### config.mk
export PLATFORM = sky130hd
export DESIGN_NAME = raster_tri_scheduler
export DESIGN_NICKNAME = d
export VERILOG_FILES = /design/src/rtl/raster_tri_scheduler.sv
export SDC_FILE = /design/constraint.sdc
export NUM_CORES = 1
export LEC_CHECK = 0
export ABC_AREA = 0
export CAP_MARGIN = 40
export CORE_UTILIZATION = 55
export DETAILED_ROUTE_END_ITERATION = 8
export PLACE_DENSITY = 0.9
export SYNTH_ARGS = -nofsm -noshare
export SYNTH_HDL_FRONTEND = slang
export SYNTH_SLANG_ARGS = --single-unit
### constraint.sdc
create_clock -name clk -period 10.3 [get_ports clk]
set_input_delay 2.06 -clock clk [delete_from_list [all_inputs] [get_ports clk]]
set_output_delay 2.06 -clock clk [all_outputs]
set_load 0.005 [all_outputs]
### src/rtl/raster_tri_scheduler.sv
// raster_tri_scheduler: buffers triangle setup records in a small FIFO and
// issues them one at a time to the rasterizer backend (dv/ready/done), tracking
// frame boundaries through the per-record last flag.
// Optional feature macro: RASTER_SCHED_CULL_EN -- drop records whose bounding
// box is inverted (br < tl on either axis) without involving the backend.
module raster_tri_scheduler #(
   parameter int DATAWIDTH  = 12,
   parameter int REC_WIDTH  = 228,
   parameter int FIFO_DEPTH = 4,
   parameter int CNT_WIDTH  = 16
) (
   input  logic                 clk,
   input  logic                 rstn,
   input  logic                 s_valid,
   output logic                 s_ready,
   input  logic [REC_WIDTH-1:0] s_data,
   input  logic                 s_last,
   input  logic                 frame_start,
   output logic [REC_WIDTH-1:0] rb_data,
   output logic                 rb_dv,
   output logic                 rb_last,
   input  logic                 rb_ready,
   input  logic                 rb_done,
   output logic                 frame_busy,
   output logic                 frame_done,
   output logic [CNT_WIDTH-1:0] tri_count
);

   localparam int PTR_W = (FIFO_DEPTH > 1) ? $clog2(FIFO_DEPTH) : 1;
   localparam logic [PTR_W:0] FULL_CNT = (PTR_W + 1)'(FIFO_DEPTH);

`ifdef RASTER_SCHED_CULL_EN
   localparam bit CULL_EN = 1'b1;
`else
   localparam bit CULL_EN = 1'b0;
`endif

   typedef enum logic [1:0] {IDLE, RUN, WAIT_DONE, FINISH} state_t;

   state_t state, next_state;

   // Record storage; data and last flag live side by side per entry.
   logic [REC_WIDTH-1:0]  mem_data [FIFO_DEPTH];
   logic [FIFO_DEPTH-1:0] mem_last;
   logic [PTR_W-1:0]      wr_ptr, rd_ptr;
   logic [PTR_W:0]        count;

   logic                  push, pop, dispatch;
   logic                  full, empty;
   logic [REC_WIDTH-1:0]  head_data;
   logic                  head_last;

   // Bounding-box fields of the head record, used for the inverted-box test.
   logic signed [DATAWIDTH-1:0] tl_x, tl_y, br_x, br_y;
   logic                        head_inverted, head_cull;

   assign full    = (count == FULL_CNT);
   assign empty   = (count == '0);
   assign s_ready = !full;
   // A full FIFO refuses the push even when the FSM pops in the same cycle.
   assign push    = s_valid && !full;

   assign head_data = mem_data[rd_ptr];
   assign head_last = mem_last[rd_ptr];

   assign tl_x = head_data[DATAWIDTH-1:0];
   assign tl_y = head_data[2*DATAWIDTH-1:DATAWIDTH];
   assign br_x = head_data[3*DATAWIDTH-1:2*DATAWIDTH];
   assign br_y = head_data[4*DATAWIDTH-1:3*DATAWIDTH];

   assign head_inverted = (br_x < tl_x) || (br_y < tl_y);
   assign head_cull     = CULL_EN && head_inverted;

   // Entry write; storage itself needs no reset since count gates every read.
   always_ff @(posedge clk) begin
      if (push) begin
         mem_data[wr_ptr] <= s_data;
         mem_last[wr_ptr] <= s_last;
      end
   end

   // FIFO pointers and occupancy; pointers wrap naturally (power-of-two depth).
   always_ff @(posedge clk) begin
      if (!rstn) begin
         wr_ptr <= '0;
         rd_ptr <= '0;
         count  <= '0;
      end else begin
         if (push) wr_ptr <= wr_ptr + PTR_W'(1);
         if (pop)  rd_ptr <= rd_ptr + PTR_W'(1);
         case ({push, pop})
            2'b10:   count <= count + (PTR_W + 1)'(1);
            2'b01:   count <= count - (PTR_W + 1)'(1);
            default: count <= count;
         endcase
      end
   end

   // State register.
   always_ff @(posedge clk) begin
      if (!rstn) state <= IDLE;
      else       state <= next_state;
   end

   // Next-state and pop/dispatch decisions; stray frame_start/rb_done are ignored
   // simply because only IDLE/WAIT_DONE look at them.
   always_comb begin
      next_state = state;
      pop        = 1'b0;
      dispatch   = 1'b0;
      case (state)
         IDLE: begin
            if (frame_start) next_state = RUN;
         end
         RUN: begin
            if (!empty) begin
               if (head_cull) begin
                  // Culled records drain one per cycle, independent of rb_ready.
                  pop = 1'b1;
                  if (head_last) next_state = FINISH;
               end else if (rb_ready) begin
                  pop        = 1'b1;
                  dispatch   = 1'b1;
                  next_state = WAIT_DONE;
               end
            end
         end
         WAIT_DONE: begin
            if (rb_done) next_state = rb_last ? FINISH : RUN;
         end
         FINISH: begin
            next_state = IDLE;
         end
         default: next_state = IDLE;
      endcase
   end

   // Registered outputs. frame_done/frame_busy are decoded from next_state so
   // they line up with the cycle the FSM actually occupies the state.
   always_ff @(posedge clk) begin
      if (!rstn) begin
         rb_dv      <= 1'b0;
         rb_data    <= '0;
         rb_last    <= 1'b0;
         frame_busy <= 1'b0;
         frame_done <= 1'b0;
         tri_count  <= '0;
      end else begin
         rb_dv      <= dispatch;
         frame_done <= (next_state == FINISH);
         frame_busy <= (next_state == RUN) || (next_state == WAIT_DONE);
         if (dispatch) begin
            rb_data <= head_data;
            rb_last <= head_last;
         end
         if (state == IDLE && frame_start)
            tri_count <= '0;
         else if (dispatch && tri_count != '1)
            tri_count <= tri_count + CNT_WIDTH'(1);
      end
   end

endmodule

# ---- Yosys cells after proc, flatten, opt, wreduce, memory -nomap -nowiden
# Memory sizes are Yosys's and may differ from the RTL's. A register that Yosys moved wholly into a read port is not among the register bits.
# Cells that the tools add are included.
dict set report word_totals {
  regBits 33
  mem_bits_rw 912
  inputBits 235
  output_inout_bits 249
  word_cells 58
  n_memories 1
}
# memory depth width read_ports rd_ports_with_merged_regs wr line
set memory_table {}
lappend memory_table {mem_data 4 228 1 1 1 43} ;# logic [REC_WIDTH-1:0] mem_data [FIFO_DEPTH];
dict set report classes {
  n_addsub 5
  n_lt_le_gt_ge 3
  n_eq_ne 10
  muxes 17
  bitwise_logic 1
  n_reduce_logical 11
}
# cell count
set op_table {}
lappend op_table {{16-bit by 1-bit adder with 16-bit output (second input constant)} 1}
lappend op_table {{16-bit != test (second input constant)} 1}
lappend op_table {{2-bit equality test (second input constant)} 5}
lappend op_table {{2-bit two-way mux} 5}
lappend op_table {{2-bit one-hot mux with 4 select lines} 1}
lappend op_table {{1-bit two-way mux} 7}
lappend op_table {{2-bit by 1-bit equality test with 1-bit output (second input constant)} 3}
lappend op_table {{2-bit by 3-bit < comparator with 1-bit output (second input constant)} 2}
lappend op_table {{3-bit one-hot mux with 2 select lines} 1}
lappend op_table {{2-bit by 1-bit adder with 2-bit output (second input constant)} 2}
lappend op_table {{4-bit bitwise mux} 1}
lappend op_table {{1-bit logical AND} 4}
lappend op_table {{3-bit by 1-bit adder with 3-bit output (second input constant)} 1}
lappend op_table {{3-bit equality test (second input constant)} 1}
lappend op_table {{3-bit logical NOT} 1}
lappend op_table {{3-bit by 1-bit subtractor with 3-bit output (second input constant)} 1}
lappend op_table {{1-bit binary-select mux with 2-bit select} 1}
lappend op_table {{1-bit demux with 2-bit select} 1}
lappend op_table {{2-bit by 1-bit greater-or-equal comparator with 1-bit output (second input constant)} 1}
lappend op_table {{1-bit logical NOT} 2}
lappend op_table {{2-bit logical NOT} 1}
lappend op_table {{2-bit nonzero test} 1}
lappend op_table {{2-bit OR reduction} 1}
lappend op_table {{1-bit logical OR} 1}
lappend op_table {{1-bit inverter} 1}

# ---- Longest topological paths before layout
# Gate-level depths: netlist of run 1.
dict set report logic_depth {
  ltp_word 5
  mapped_depth 10
  mapped_depth_nobuf 9
}

# ---- Worst setup path before layout of run 1
# OpenSTA, ideal clock, no wires.
dict set report synth_path {
  path_kind {input -> register}
  start {in s_valid}
  end {mem mem_data[0][0] (enable)}
  setup_time_ns 0.621
  arrival_time_ns 7.309
  t_required_ns 9.679
  setup_slack_ns 2.371
  cell_stages 1
  n_path_buf 0
  path_cell_list {and3_1}
}
dict set report synth_between {
  elab_chain_len 3
}
# item line
set synth_rtl {}
lappend synth_rtl {{from (decl)} 14} ;# input logic s_valid,
lappend synth_rtl {{1-bit logical AND} 61} ;# assign push = s_valid && !full;
lappend synth_rtl {{1-bit two-way mux} 76} ;# if (push) begin
lappend synth_rtl {{1-bit two-way mux (not written as such)} 77} ;# mem_data[wr_ptr] <= s_data;
lappend synth_rtl {{to (decl)} 43}
# Every way passes these cells.

# ---- Worst setup path after layout of run 1
dict set report layout_path {
  start {in rb_ready}
  end {reg count[2]}
}
dict set report layout_between {
  elab_chain_len 5
  elab_cells_between_ends 7
  cone_classes {eq/ne: 2; mux: 4; reduce/logical: 1}
}
# item line
set layout_rtl {}
lappend layout_rtl {{from (decl)} 22} ;# input logic rb_ready,
lappend layout_rtl {{1-bit two-way mux (*)} 121} ;# end else if (rb_ready) begin
lappend layout_rtl {{1-bit two-way mux (*)} 116} ;# if (!empty) begin
lappend layout_rtl {{1-bit two-way mux (*)} 111} ;# case (state)
lappend layout_rtl {{2-bit by 1-bit equality test with 1-bit output or 2-bit equality test (tied branches)} 91} ;# case ({push, pop})
lappend layout_rtl {{3-bit one-hot mux with 2 select lines or 2-bit nonzero test (tied branches)} --}
lappend layout_rtl {{to (signal assigned)} 92} ;# 2'b10: count <= count + (PTR_W + 1)'(1);
lappend layout_rtl {{to (signal assigned)} 93} ;# 2'b01: count <= count - (PTR_W + 1)'(1);
lappend layout_rtl {{to (signal assigned)} 94} ;# default: count <= count;
lappend layout_rtl {{to (decl)} 46} ;# logic [PTR_W:0] count;
# Mark *: on every way between the ends. The rest lies on a longest branch, timed or not.
# A chain may end at the register's enable or synchronous reset.

==> results of run 1 <==
flip-flops by register name, summed over array words and instances (netlist names), 2 cells and up:
name	count
tri_count	16
mem_data	912
mem_last	4
rd_ptr	2
count	3
wr_ptr	2
state	2
rb_data	228
report_power, final:
part / switching, W / internal, W / total (W)
Clock: 0.00176 / 0.00248 / 0.00424
Sequential: 0.0000877 / 0.00537 / 0.00546
Combinational: 0.000429 / 0.000389 / 0.000818
cells by family after synthesis:
| family | Yosys count | share of synthesized area [%] |
|---|---|---|
| flops | 1173 | 77.40 |
| simple gates | 536 | 5.223 |
| compound gates | 266 | 3.298 |
| mux | 231 | 12.27 |
| buf+inv | 143 | 1.444 |
| fa+ha+maj | 8 | 0.2551 |
| xor+xnor | 5 | 0.1038 |
how the worst max path moves through the flow:
stage          startpoint             end  slack, ns  depth (start not counted)
2_1_floorplan     s_valid  mem_data[0][0]       2.37                          1
3_3_place_gp     rb_ready        count[2]       4.76                         10
3_5_place_dp     rb_ready        count[2]       4.78                         10
4_1_cts          rb_ready        count[2]       5.47                         10
5_1_grt          rb_ready        count[2]       5.28                         10
6_report         rb_ready        count[2]       5.42                         10
worst max-delay path, cell delays in order:
cell,delay (ns)
sky130_fd_sc_hd__clkdlybuf4s50_1,0.51
sky130_fd_sc_hd__o311a_4,0.27
sky130_fd_sc_hd__nand2_8,0.45
sky130_fd_sc_hd__inv_8,0.59
sky130_fd_sc_hd__ha_1,0.32
sky130_fd_sc_hd__inv_1,0.06
sky130_fd_sc_hd__fa_1,0.37
sky130_fd_sc_hd__xor2_1,0.16
sky130_fd_sc_hd__or3_1,0.32
sky130_fd_sc_hd__a21oi_1,0.16
cell type report:
class	count	share of cell area [%]
repair buffers	520	10.42
clock inverters	62	1.386
clock buffers	151	5.994
flip-flops and latches	1173	62.36
multi-input cells	1046	17.10
inverters	13	0.1218
diodes	33	0.1577
well taps	1030	2.461
metrics by stage:
stage,hold WS [ns],power (W)
after floorplan,0.4527,0.005997
after global placement,0.4404,0.006288
after detailed placement,0.4458,0.006367
after CTS,0.4541,0.01058
after global routing,0.4731,0.01081
final,0.4542,0.01052
synth_stat cells, types with 2 or more instances:
master / number
sky130_fd_sc_hd__a21oi_1: 243
sky130_fd_sc_hd__and3_1: 6
sky130_fd_sc_hd__or4_1: 3
sky130_fd_sc_hd__nor3_1: 3
sky130_fd_sc_hd__o21ai_0: 7
sky130_fd_sc_hd__nor2_1: 9
sky130_fd_sc_hd__nand2_1: 469
sky130_fd_sc_hd__xor2_1: 3
sky130_fd_sc_hd__and2_1: 6
sky130_fd_sc_hd__or3_1: 7
sky130_fd_sc_hd__o41ai_1: 3
sky130_fd_sc_hd__clkbuf_1: 61
sky130_fd_sc_hd__xnor2_1: 2
sky130_fd_sc_hd__inv_1: 12
sky130_fd_sc_hd__dfxtp_1: 257
sky130_fd_sc_hd__mux2i_1: 2
sky130_fd_sc_hd__buf_2: 52
sky130_fd_sc_hd__nand3_1: 10
sky130_fd_sc_hd__or3b_1: 2
sky130_fd_sc_hd__and4_1: 2
sky130_fd_sc_hd__o31ai_1: 7
sky130_fd_sc_hd__mux4_2: 229
sky130_fd_sc_hd__nor4_2: 2
sky130_fd_sc_hd__edfxtp_1: 916
sky130_fd_sc_hd__buf_1: 15
sky130_fd_sc_hd__ha_1: 7
sky130_fd_sc_hd__buf_4: 2
sky130_fd_sc_hd__nand4_1: 5
routing by layer:
| metal | wire, µm | GRT usage [%] | share of wire (%) |
|---|---|---|---|
| met5 | 73 | 0 | 0.071 |
| met3 | 7821 | 5.146 | 7.6 |
| met1 | 36980 | 32.76 | 36 |
| met4 | 5958 | 15.12 | 5.8 |
| met2 | 51560 | 42.43 | 50 |
==> impl_summary.log, run 1 <==
[metrics] post-CTS setup buffer count: 0
[metrics] width of the chip: 278.9 µm
[metrics] final hold violations: 0
[metrics] worst slew pin tran: 1.143 ns
[metrics] cell total after placement: 3782
[metrics] number of endpoints failing setup at the final stage: 0
[metrics] internal reg-to-reg setup slack: 6.85 ns
[metrics] Max Root-Sink Buffers: 3
[metrics] sequential element share of the synthesized area: 77.40%
[metrics] hold_sp: rb_data[148]
[metrics] number of nets still failing antenna checks after routing: 0
[metrics] number of DRC violations after detailed-routing iteration 0: 2454
[metrics] number of H-tree levels: 3
[metrics] core area: 75950 µm²
[metrics] number of rows created at floorplan: 101
[metrics] synthesized net count: 2605
[metrics] Synth Warn #: 0
[metrics] number of remaining DRC errors: 0
[metrics] Total Routed Length: 102400 µm
[metrics] effective utilization at floorplan: 55.54%
[metrics] number of synthesized flops with an enable pin: 916
[metrics] pin count of the biggest net entering global routing: 117
[metrics] hold-critical path depth: 2
[metrics] non-filler instance count after layout: 4028
[metrics] number of clock sinks: 1173
[metrics] worst flop-to-flop path endpoint: count[2]
[metrics] post-synth top area share: 65.21%
[metrics] total area of multi-input combinational cells: 8957 µm²
[metrics] worst hold path type: register to register
[metrics] launch point of the worst reg-to-reg path: state[1]
[metrics] min Tclk post-route: 4.881 ns
[metrics] minimum setup slack after placement: 4.783 ns
[metrics] post-layout net count: 3109
[metrics] average footprint of a synthesized cell: 17.86 µm²
[metrics] number of max-slew violations in the final report: 0
[metrics] Power per Cell Area: 200.8 nW/µm²
[metrics] GR Util All Layers: 26.03%
[metrics] worst-case setup margin in the final layout: 5.419 ns
[metrics] Max Cap Violations: 0
[metrics] Remaining Overflow, GRT: 0
[metrics] global-route wire length before repair: 152300 µm
[metrics] clock tree from TritonCTS: yes
[metrics] number of storage elements in the synthesis netlist: 1173
[metrics] DP Area: 48420 µm²
[metrics] share of synthesized registers carrying an async set or reset: 0%
[metrics] Detail Placement HPWL: 58840 µm
[metrics] clock buffers created by TritonCTS: 112
[metrics] Wirelength per Cell: 25.42 µm
[metrics] clock latency on the worst-skew pair: 0.69 ns
[metrics] vias post-DR: 24110
[metrics] total negative slack: 0 ns
[metrics] final RePlAce weighted congestion: 0.8281
[metrics] post-synth cell types: 48
[metrics] highest-count cells in the layout ignoring fill and taps: 916 x sky130_fd_sc_hd__edfxtp_1, 483 x sky130_fd_sc_hd__clkdlybuf4s50_1, 469 x sky130_fd_sc_hd__nand2_1, 255 x sky130_fd_sc_hd__dfxtp_1, 243 x sky130_fd_sc_hd__a21oi_1
[metrics] achievable frequency: 204.9 MHz
[metrics] number of cells on the worst reg-to-reg path: 9
[metrics] Die Height: 278.9 µm
[metrics] Top FF cell, synth: sky130_fd_sc_hd__edfxtp_1
[metrics] I/O pin cnt: 484
[metrics] library cell occupying the most area in the post-synthesis netlist: sky130_fd_sc_hd__edfxtp_1
[metrics] post-CTS sizing: 0
[metrics] Final Core Density: 68.96%
[metrics] count of hold-fix buffers inserted at cts: 0
[metrics] worst endpoint data arrival time: 5.46 ns
[metrics] leading cell type in the layout, fill and taps excluded: sky130_fd_sc_hd__edfxtp_1
[metrics] number of global-route vias before repair: 24820
[metrics] maximum vdd drop: 174.7 µV
[metrics] Crit. End Element: register
[metrics] leak pwr: 16.40 nW
[metrics] Die Footprint: 77810 µm²
[metrics] clock transition at the register clock pins on the worst setup and hold paths after CTS: 0.06 ns
[metrics] footprint of the flip-flops and latches: 32660 µm²
[metrics] area of the mapped netlist: 42180 µm²
[metrics] slew margin rel.: 23.81%
[metrics] iteration count of the initial detailed-routing pass: 7
[metrics] Req. time, crit path: 10.88 ns
[metrics] number of filler cells placed in the layout: 4429
[metrics] drt via density: 5.985
[metrics] post-route clock period utilization: 47.39%
[metrics] CP Class: input port to register
[metrics] IO buf count: 483
[metrics] Max Clock Skew: 0.03672 ns
[metrics] setup repair after global routing missed its margin: no
[metrics] outcome: finished, final reports clean
[metrics] proportion of layout cells with a drive suffix above 1: 15.48%
[metrics] number of antenna violations at the first check in global routing: 35
[metrics] Hold EP: rb_data[148]
[metrics] Area contributors post-synth: sky130_fd_sc_hd__edfxtp_1 65%, sky130_fd_sc_hd__mux4_2 12%, sky130_fd_sc_hd__dfxtp_1 12%
[metrics] gate count after technology mapping: 2362
[metrics] cell at the root of the clock tree: sky130_fd_sc_hd__clkbuf_16
[metrics] Synth-to-Final Area Change: 24.15%
[metrics] post-route design area: 52370 µm²
[metrics] kind of launch point of the worst setup path: input port
[metrics] Max Fanout on Critical Path: 105
Note: power is estimated with default switching activity, not from simulation.
==> run 2, diff against run 1 <==
Settings changed: CORE_UTILIZATION 55 to 50, PLACE_DENSITY 0.9 to 0.87.
Clock period 10.3 ns to 4.4 ns, I/O delays scaled along.
==> impl_summary.log, run 2 (same netlist as run 1, synthesis figures left out) <==
[metrics] outcome: finished, final reports clean
[metrics] number of global-route vias before repair: 24400 (-1.7%)
[metrics] global-route wire length before repair: 147900 µm (-2.9%)
[metrics] width of the chip: 292.5 µm (+4.8%)
[metrics] clock buffers created by TritonCTS: 112 (unchanged)
[metrics] Max Clock Skew: 0.04481 ns (+0.008087 ns)
[metrics] leak pwr: 16.53 nW (+0.79%)
[metrics] cell at the root of the clock tree: sky130_fd_sc_hd__clkbuf_16
[metrics] final hold violations: 0 (unchanged)
[metrics] I/O pin cnt: 484 (unchanged)
[metrics] Crit path max-delay family: buffers and inverters
[metrics] worst hold path type: register to register
[metrics] post-CTS sizing: 0 (unchanged)
[metrics] number of remaining DRC errors: 0 (unchanged)
[metrics] post-route clock period utilization: 65.85%
[metrics] number of nets still failing antenna checks after routing: 0 (unchanged)
[metrics] global routing met2 resource utilization: 38.58% (-3.8 points)
[metrics] vias post-DR: 23210 (-3.7%)
[metrics] core area: 83560 µm² (+10%)
[metrics] Synth-to-Final Area Change: 24.63%
[metrics] IO buf count: 483 (unchanged)
[metrics] slew margin rel.: 41.67% (+18 points)
[metrics] cell with the largest stage delay on the worst path: sky130_fd_sc_hd__clkdlybuf4s50_1
[metrics] post-CTS setup buffer count: 0 (unchanged)
[metrics] GR Util All Layers: 22.90% (-3.1 points)
[metrics] total negative slack: 0 ns (unchanged)
[metrics] Crit. End Element: primary output
[metrics] CP Class: register to primary output
[metrics] number of clock sinks: 1173 (unchanged)
[metrics] Power per Cell Area: 468.3 nW/µm² (+130%)
[metrics] layer carrying the most global-route usage: met2
[metrics] clock tree from TritonCTS: yes
[metrics] Comb power frac: 7.8% (about the same)
[metrics] met3 usage: 5.145% (about the same)
[metrics] count of hold-fix buffers inserted at cts: 0 (unchanged)
[metrics] achievable frequency: 345.1 MHz
[metrics] cell total after placement: 3854 (+1.9%)
[metrics] register share of total power: 51.9% (about the same)
[metrics] min Tclk post-route: 2.898 ns
[metrics] Max Root-Sink Buffers: 3 (unchanged)
[metrics] Wirelength per Cell: 24.29 µm (-4.4%)
[metrics] Remaining Overflow, GRT: 0 (unchanged)
[metrics] setup repair after global routing missed its margin: no
[metrics] kind of launch point of the worst setup path: register
[metrics] Die Footprint: 85530 µm² (+9.9%)
[metrics] maximum vdd drop: 410.2 µV (+130%)
[metrics] largest register by flop count: mem_data
[metrics] switching share of total power: 21.74% (+0.060 points)
[metrics] Final Core Density: 62.92% (-6.0 points)
[metrics] Die Height: 292.5 µm (+4.8%)
[metrics] worst endpoint data arrival time: 2.02 ns (-3.44 ns)
[metrics] final RePlAce weighted congestion: 0.8264 (-0.21%)
[metrics] number of DRC violations after detailed-routing iteration 0: 1651 (-33%)
[metrics] effective utilization at floorplan: 50.49% (-5.1 points)
[metrics] Max Fanout on Critical Path: 6 (-94%)
[metrics] leading cell type in the layout, fill and taps excluded: sky130_fd_sc_hd__edfxtp_1
[metrics] number of antenna violations at the first check in global routing: 24 (-31%)
[metrics] cells along the critical path: or3b_1, clkdlybuf4s50_1
[metrics] drt via density: 5.677 (-5.1%)
[metrics] clock group share of total power: 40.4% (about the same)
[metrics] Total Routed Length: 99290 µm (-3.0%)
[metrics] number of max-slew violations in the final report: 0 (unchanged)
[metrics] delay contributed by the slowest stage of the critical path: 0.51 ns (-0.08 ns)
[metrics] Max Cap Violations: 0 (unchanged)
[metrics] number of H-tree levels: 3 (unchanged)
[metrics] total internal power: 0.01927 W (+130%)
[metrics] Largest register FFs: 912 (unchanged)
[metrics] minimum setup slack after placement: 1.028 ns (-3.755 ns)
[metrics] Req. time, crit path: 3.52 ns (-7.36 ns)
[metrics] Detail Placement HPWL: 60160 µm (+2.2%)
[metrics] worst-case setup margin in the final layout: 1.502 ns (-3.916 ns)
[metrics] post-layout net count: 3131 (+0.71%)
[metrics] worst slew pin tran: 0.8750 ns (-0.2679 ns)
[metrics] clock transition at the register clock pins on the worst setup and hold paths after CTS: 0.06 ns (about the same)
[metrics] proportion of layout cells with a drive suffix above 1: 16.57% (+1.1 points)
[metrics] met1 Resource Use GR: 28.16% (-4.6 points)
[metrics] final worst hold slack: 0.4514 ns (-0.002796 ns)
[metrics] non-filler instance count after layout: 4088 (+1.5%)
[metrics] iteration count of the initial detailed-routing pass: 5 (-2)
[metrics] pin count of the biggest net entering global routing: 149 (+27%)
[metrics] number of rows created at floorplan: 106 (+5.0%)
[metrics] clock latency on the worst-skew pair: 0.68 ns (about the same)
[metrics] crit path buf inv count: 1 (-2)
[metrics] Top Registers: mem_data (912), rb_data (228), tri_count (16)
[metrics] number of endpoints failing setup at the final stage: 0 (unchanged)
[metrics] highest-count cells in the layout ignoring fill and taps: 916 x sky130_fd_sc_hd__edfxtp_1, 483 x sky130_fd_sc_hd__clkdlybuf4s50_1, 469 x sky130_fd_sc_hd__nand2_1, 255 x sky130_fd_sc_hd__dfxtp_1, 243 x sky130_fd_sc_hd__a21oi_1
[metrics] net switching power: 0.005352 W (+130%)
[run 2: cell types whose count changed in the layout (fill, tap and decap cells not counted), moves of 4 or more]
cell / previous run / this run
sky130_fd_sc_hd__buf_4: 18 / 35
sky130_fd_sc_hd__buf_16: 14 / 0
sky130_fd_sc_hd__clkbuf_8: 19 / 23
sky130_fd_sc_hd__clkinv_2: 19 / 27
sky130_fd_sc_hd__clkinv_1: 16 / 5
sky130_fd_sc_hd__diode_2: 33 / 21
sky130_fd_sc_hd__buf_12: 5 / 24
[run 2: layout make-up]
type,count,area (µm²)
sequential,1173,32660
fill,5574,30980
multi-input combinational,1046,8957
timing repair buffer,542,5578
clock buffer,154,3233
tap,1080,1351
clock inverter,59,678.2
inverter,13,63.81
antenna,21,52.55
[run 2: per-stage QoR]
| stage | power (W) | area, µm² |
|---|---|---|
| after floorplan | 0.01397 | 42190 |
| after global placement | 0.01482 | 48610 |
| after detailed placement | 0.01492 | 48610 |
| after CTS | 0.02480 | 52520 |
| after global routing | 0.02537 | 52570 |
| final | 0.02462 | 52570 |
[run 2: worst reg2reg max path, stage by stage (launching register included)]
cell and delay [ns]:
sky130_fd_sc_hd__dfxtp_1 0.39, sky130_fd_sc_hd__inv_1 0.33, sky130_fd_sc_hd__nand2_8 0.30, sky130_fd_sc_hd__inv_8 0.16
sky130_fd_sc_hd__ha_1 0.20, sky130_fd_sc_hd__inv_1 0.06, sky130_fd_sc_hd__fa_1 0.38, sky130_fd_sc_hd__xor2_1 0.16
sky130_fd_sc_hd__or3_1 0.30, sky130_fd_sc_hd__a21oi_1 0.13
[run 2: layer usage]
metal | wire [µm] | vias to the layer above
li1 | - | 10170
met1 | 37080 | 11920
met2 | 51040 | 873
met3 | 6657 | 235
met4 | 4458 | 8
met5 | 58 | -
[run 2: power groups by stage]
stage	Combinational (W)	Clock, W	Sequential [W]
final	0.00191	0.00994	0.0128
after global routing	0.00205	0.0105	0.0128
after CTS	0.00194	0.0101	0.0128
after detailed placement	0.00192	0	0.0130
after global placement	0.00187	0	0.0130
after floorplan	0.000984	0	0.0130
[run 2: path summary, 6_finish.rpt]
path,slack [ns],depth (start not counted),from,end
setup / recovery,1.50,2,count[2],s_ready
hold / removal,0.45,2,rb_data[51],rb_data[51]
setup reg to reg,1.90,9,state[1],count[2]
hold reg to reg,0.45,2,rb_data[51],rb_data[51]
==> run 3, diff against run 2 <==
Settings changed: CORE_UTILIZATION 50 to 55, PLACE_DENSITY 0.87 to 0.9.
Clock period 4.4 ns to 2.7 ns, I/O delays scaled along.
==> impl_summary.log, run 3 (same netlist as run 1, synthesis figures left out) <==
[metrics] Power per Cell Area: 768.7 nW/µm² (+64%)
[metrics] worst slew pin tran: 0.9018 ns (+0.02682 ns)
[metrics] Max Clock Skew: 0.03154 ns (-0.01327 ns)
[metrics] register share of total power: 51.1% (-0.8 points)
[metrics] IO buf count: 483 (unchanged)
[metrics] Crit. End Element: primary output
[metrics] post-CTS sizing: 0 (unchanged)
[metrics] Final Core Density: 69.76% (+6.8 points)
[metrics] delay contributed by the slowest stage of the critical path: 0.52 ns (about the same)
[metrics] global-route wire length before repair: 151500 µm (+2.4%)
[metrics] worst endpoint data arrival time: 2.02 ns (about the same)
[metrics] final hold violations: 0 (unchanged)
[metrics] total internal power: 0.03191 W (+66%)
[metrics] Setup crit start: count[0]
[metrics] number of filler cells placed in the layout: 4444 (-20%)
[metrics] number of global-route vias before repair: 24970 (+2.4%)
[metrics] cell at the root of the clock tree: sky130_fd_sc_hd__clkbuf_16
[metrics] Wirelength per Cell: 24.93 µm (+2.7%)
[metrics] Die Height: 278.9 µm (-4.6%)
[metrics] number of remaining DRC errors: 0 (unchanged)
[metrics] number of cells on the worst reg-to-reg path: 9 (unchanged)
[metrics] clock transition at the register clock pins on the worst setup and hold paths after CTS: 0.06 ns (about the same)
[metrics] I/O pin cnt: 484 (unchanged)
[metrics] Critical path destination: s_ready
[metrics] drt via density: 5.850 (+3.0%)
[metrics] power consumption: 0.04073 W (+65%)
[metrics] Largest register FFs: 912 (unchanged)
[metrics] leak pwr: 16.73 nW (+1.3%)
[metrics] number of nets still failing antenna checks after routing: 0 (unchanged)
[metrics] effective utilization at floorplan: 55.54% (+5.1 points)
[metrics] Total Routed Length: 101400 µm (+2.2%)
[metrics] number of endpoints failing setup at the final stage: 0 (unchanged)
[metrics] achievable frequency: 391.2 MHz
[metrics] number of DRC violations after detailed-routing iteration 0: 1946 (+18%)
[metrics] worst flop-to-flop path endpoint: count[2]
[metrics] clock buffers created by TritonCTS: 114 (+1.8%)
[metrics] kind of launch point of the worst setup path: register
[metrics] post-route clock period utilization: 94.69%
[metrics] Max Fanout on Critical Path: 6 (unchanged)
[metrics] setup repair after global routing missed its margin: no
[metrics] worst hold path type: register to register
[metrics] Max Cap Violations: 0 (unchanged)
[metrics] Req. time, crit path: 2.16 ns (-1.36 ns)
[metrics] slew margin rel.: 39.88% (-1.8 points)
[metrics] net switching power: 0.008813 W (+65%)
[metrics] largest register by flop count: mem_data
[metrics] final worst hold slack: 0.4538 ns (+0.002346 ns)
[metrics] number of antenna violations at the first check in global routing: 23 (-4.2%)
[metrics] number of clock sinks: 1173 (unchanged)
[metrics] Top Registers: mem_data (912), rb_data (228), tri_count (16)
[metrics] Max Root-Sink Buffers: 3 (unchanged)
[metrics] post-CTS setup buffer count: 0 (unchanged)
[metrics] global routing met2 resource utilization: 44.66% (+6.1 points)
[metrics] post-layout net count: 3158 (+0.86%)
[metrics] switching share of total power: 21.64% (-0.096 points)
[metrics] layer carrying the most global-route usage: met2
[metrics] GR Util All Layers: 26.02% (+3.1 points)
[metrics] width of the chip: 278.9 µm (-4.6%)
[metrics] count of hold-fix buffers inserted at cts: 0 (unchanged)
[metrics] Die Footprint: 77810 µm² (-9.0%)
[metrics] outcome: finished, final reports clean
[metrics] CP Class: register to primary output
[metrics] highest-count cells in the layout ignoring fill and taps: 916 x sky130_fd_sc_hd__edfxtp_1, 483 x sky130_fd_sc_hd__clkdlybuf4s50_1, 469 x sky130_fd_sc_hd__nand2_1, 254 x sky130_fd_sc_hd__dfxtp_1, 243 x sky130_fd_sc_hd__a21oi_1
[metrics] pin count of the biggest net entering global routing: 164 (+10%)
[metrics] final RePlAce weighted congestion: 0.8341 (+0.93%)
[metrics] iteration count of the initial detailed-routing pass: 6 (+1)
[metrics] cell with the largest stage delay on the worst path: sky130_fd_sc_hd__clkdlybuf4s50_1
[metrics] clock latency on the worst-skew pair: 0.68 ns (about the same)
[metrics] cells along the critical path: or3b_4, clkdlybuf4s50_1
[metrics] maximum vdd drop: 673.7 µV (+64%)
[metrics] Detail Placement HPWL: 61620 µm (+2.4%)
[metrics] internal reg-to-reg setup slack: 0.25 ns (-1.65 ns)
[metrics] number of rows created at floorplan: 101 (-4.7%)
[metrics] Comb power frac: 8.0% (+0.2 points)
[metrics] clock group share of total power: 41.0% (+0.6 points)
[metrics] proportion of layout cells with a drive suffix above 1: 17.34% (+0.76 points)
[metrics] Synth-to-Final Area Change: 25.60%
[metrics] number of H-tree levels: 3 (unchanged)
[metrics] core area: 75950 µm² (-9.1%)
[metrics] met1 Resource Use GR: 30.70% (+2.5 points)
[metrics] min Tclk post-route: 2.557 ns
[metrics] leading cell type in the layout, fill and taps excluded: sky130_fd_sc_hd__edfxtp_1
[metrics] launch point of the worst reg-to-reg path: count[0]
[metrics] Remaining Overflow, GRT: 0 (unchanged)
[metrics] met3 usage: 6.016% (+0.87 points)
[metrics] vias post-DR: 23800 (+2.5%)
[metrics] number of max-slew violations in the final report: 0 (unchanged)
[metrics] clock tree from TritonCTS: yes
[metrics] hold-critical path depth: 2 (unchanged)
run 3: cell count changes in the layout (fill, tap and decap cells not counted), moves of 2 or more:
cell,previous run,this run
sky130_fd_sc_hd__clkinv_4,2,6
sky130_fd_sc_hd__clkinv_1,5,9
sky130_fd_sc_hd__clkbuf_8,23,18
sky130_fd_sc_hd__inv_8,5,1
sky130_fd_sc_hd__buf_12,24,37
sky130_fd_sc_hd__inv_6,3,5
sky130_fd_sc_hd__bufinv_16,10,16
sky130_fd_sc_hd__clkinv_16,3,1
sky130_fd_sc_hd__clkinv_8,0,4
sky130_fd_sc_hd__buf_4,35,47
sky130_fd_sc_hd__clkinv_2,27,23
run 3: how the worst min path moves through the flow:
stage	start	endpoint	slack (ns)
CTS	rb_data[49]	rb_data[49]	0.45
floorplan	rb_data[0]	rb_data[0]	0.45
detailed placement	rb_data[49]	rb_data[49]	0.45
finish	rb_data[49]	rb_data[49]	0.45
global route	s_data[4]	mem_data[3][4]	0.47
global placement	rb_data[94]	rb_data[94]	0.44
run 3: metrics by stage:
| step | cell area (µm²) | worst slack (ns) | setup TNS [ns] | instances |
|---|---|---|---|---|
| 2_1_floorplan | 42210 | 0.003824 | 0 | 2362 |
| 3_3_place_gp | 48900 | -0.03322 | -0.03322 | 3829 |
| 3_5_place_dp | 48900 | -0.02069 | -0.03006 | 3829 |
| 4_1_cts | 52930 | 0.1075 | 0 | 4047 |
| 5_1_grt | 52980 | 0.07168 | 0 | 4066 |
| 6_report | 52980 | 0.1435 | 0 | 4068 |
run 3: power groups by stage:
stage	Sequential (W)	Clock, W	Combinational, W
detailed placement	0.0212	0	0.00323
CTS	0.0208	0.0169	0.00328
global route	0.0209	0.0176	0.00346
floorplan	0.0211	0	0.00161
global placement	0.0211	0	0.00311
finish	0.0208	0.0167	0.00325
run 3: area by class of cell:
type	instances	area, µm²	share of cell area, %
Clock buffer	149	3164	5.972
Tap cell	1030	1289	2.432
Antenna cell	21	52.55	0.09918
Timing Repair Buffer	567	5928	11.19
Inverter	13	61.31	0.1157
Sequential cell	1173	32660	61.64
Multi-Input combinational cell	1046	8960	16.91
Clock inverter	69	869.6	1.641
run 3: worst max-delay path, delay by kind of cell (launching register included):
kind / cells / cell delay [ns]
and+or+nand+nor: 1 / 0.46
DFF: 1 / 0.37
buffers and inverters: 1 / 0.52
run 3: layer usage:
| layer | vias to the layer above | part of all wire (%) |
|---|---|---|
| li1 | 10220 | - |
| met1 | 12120 | 35 |
| met2 | 1156 | 52 |
| met3 | 296 | 7.8 |
| met4 | 8 | 5.4 |
| met5 | - | 0.044 |
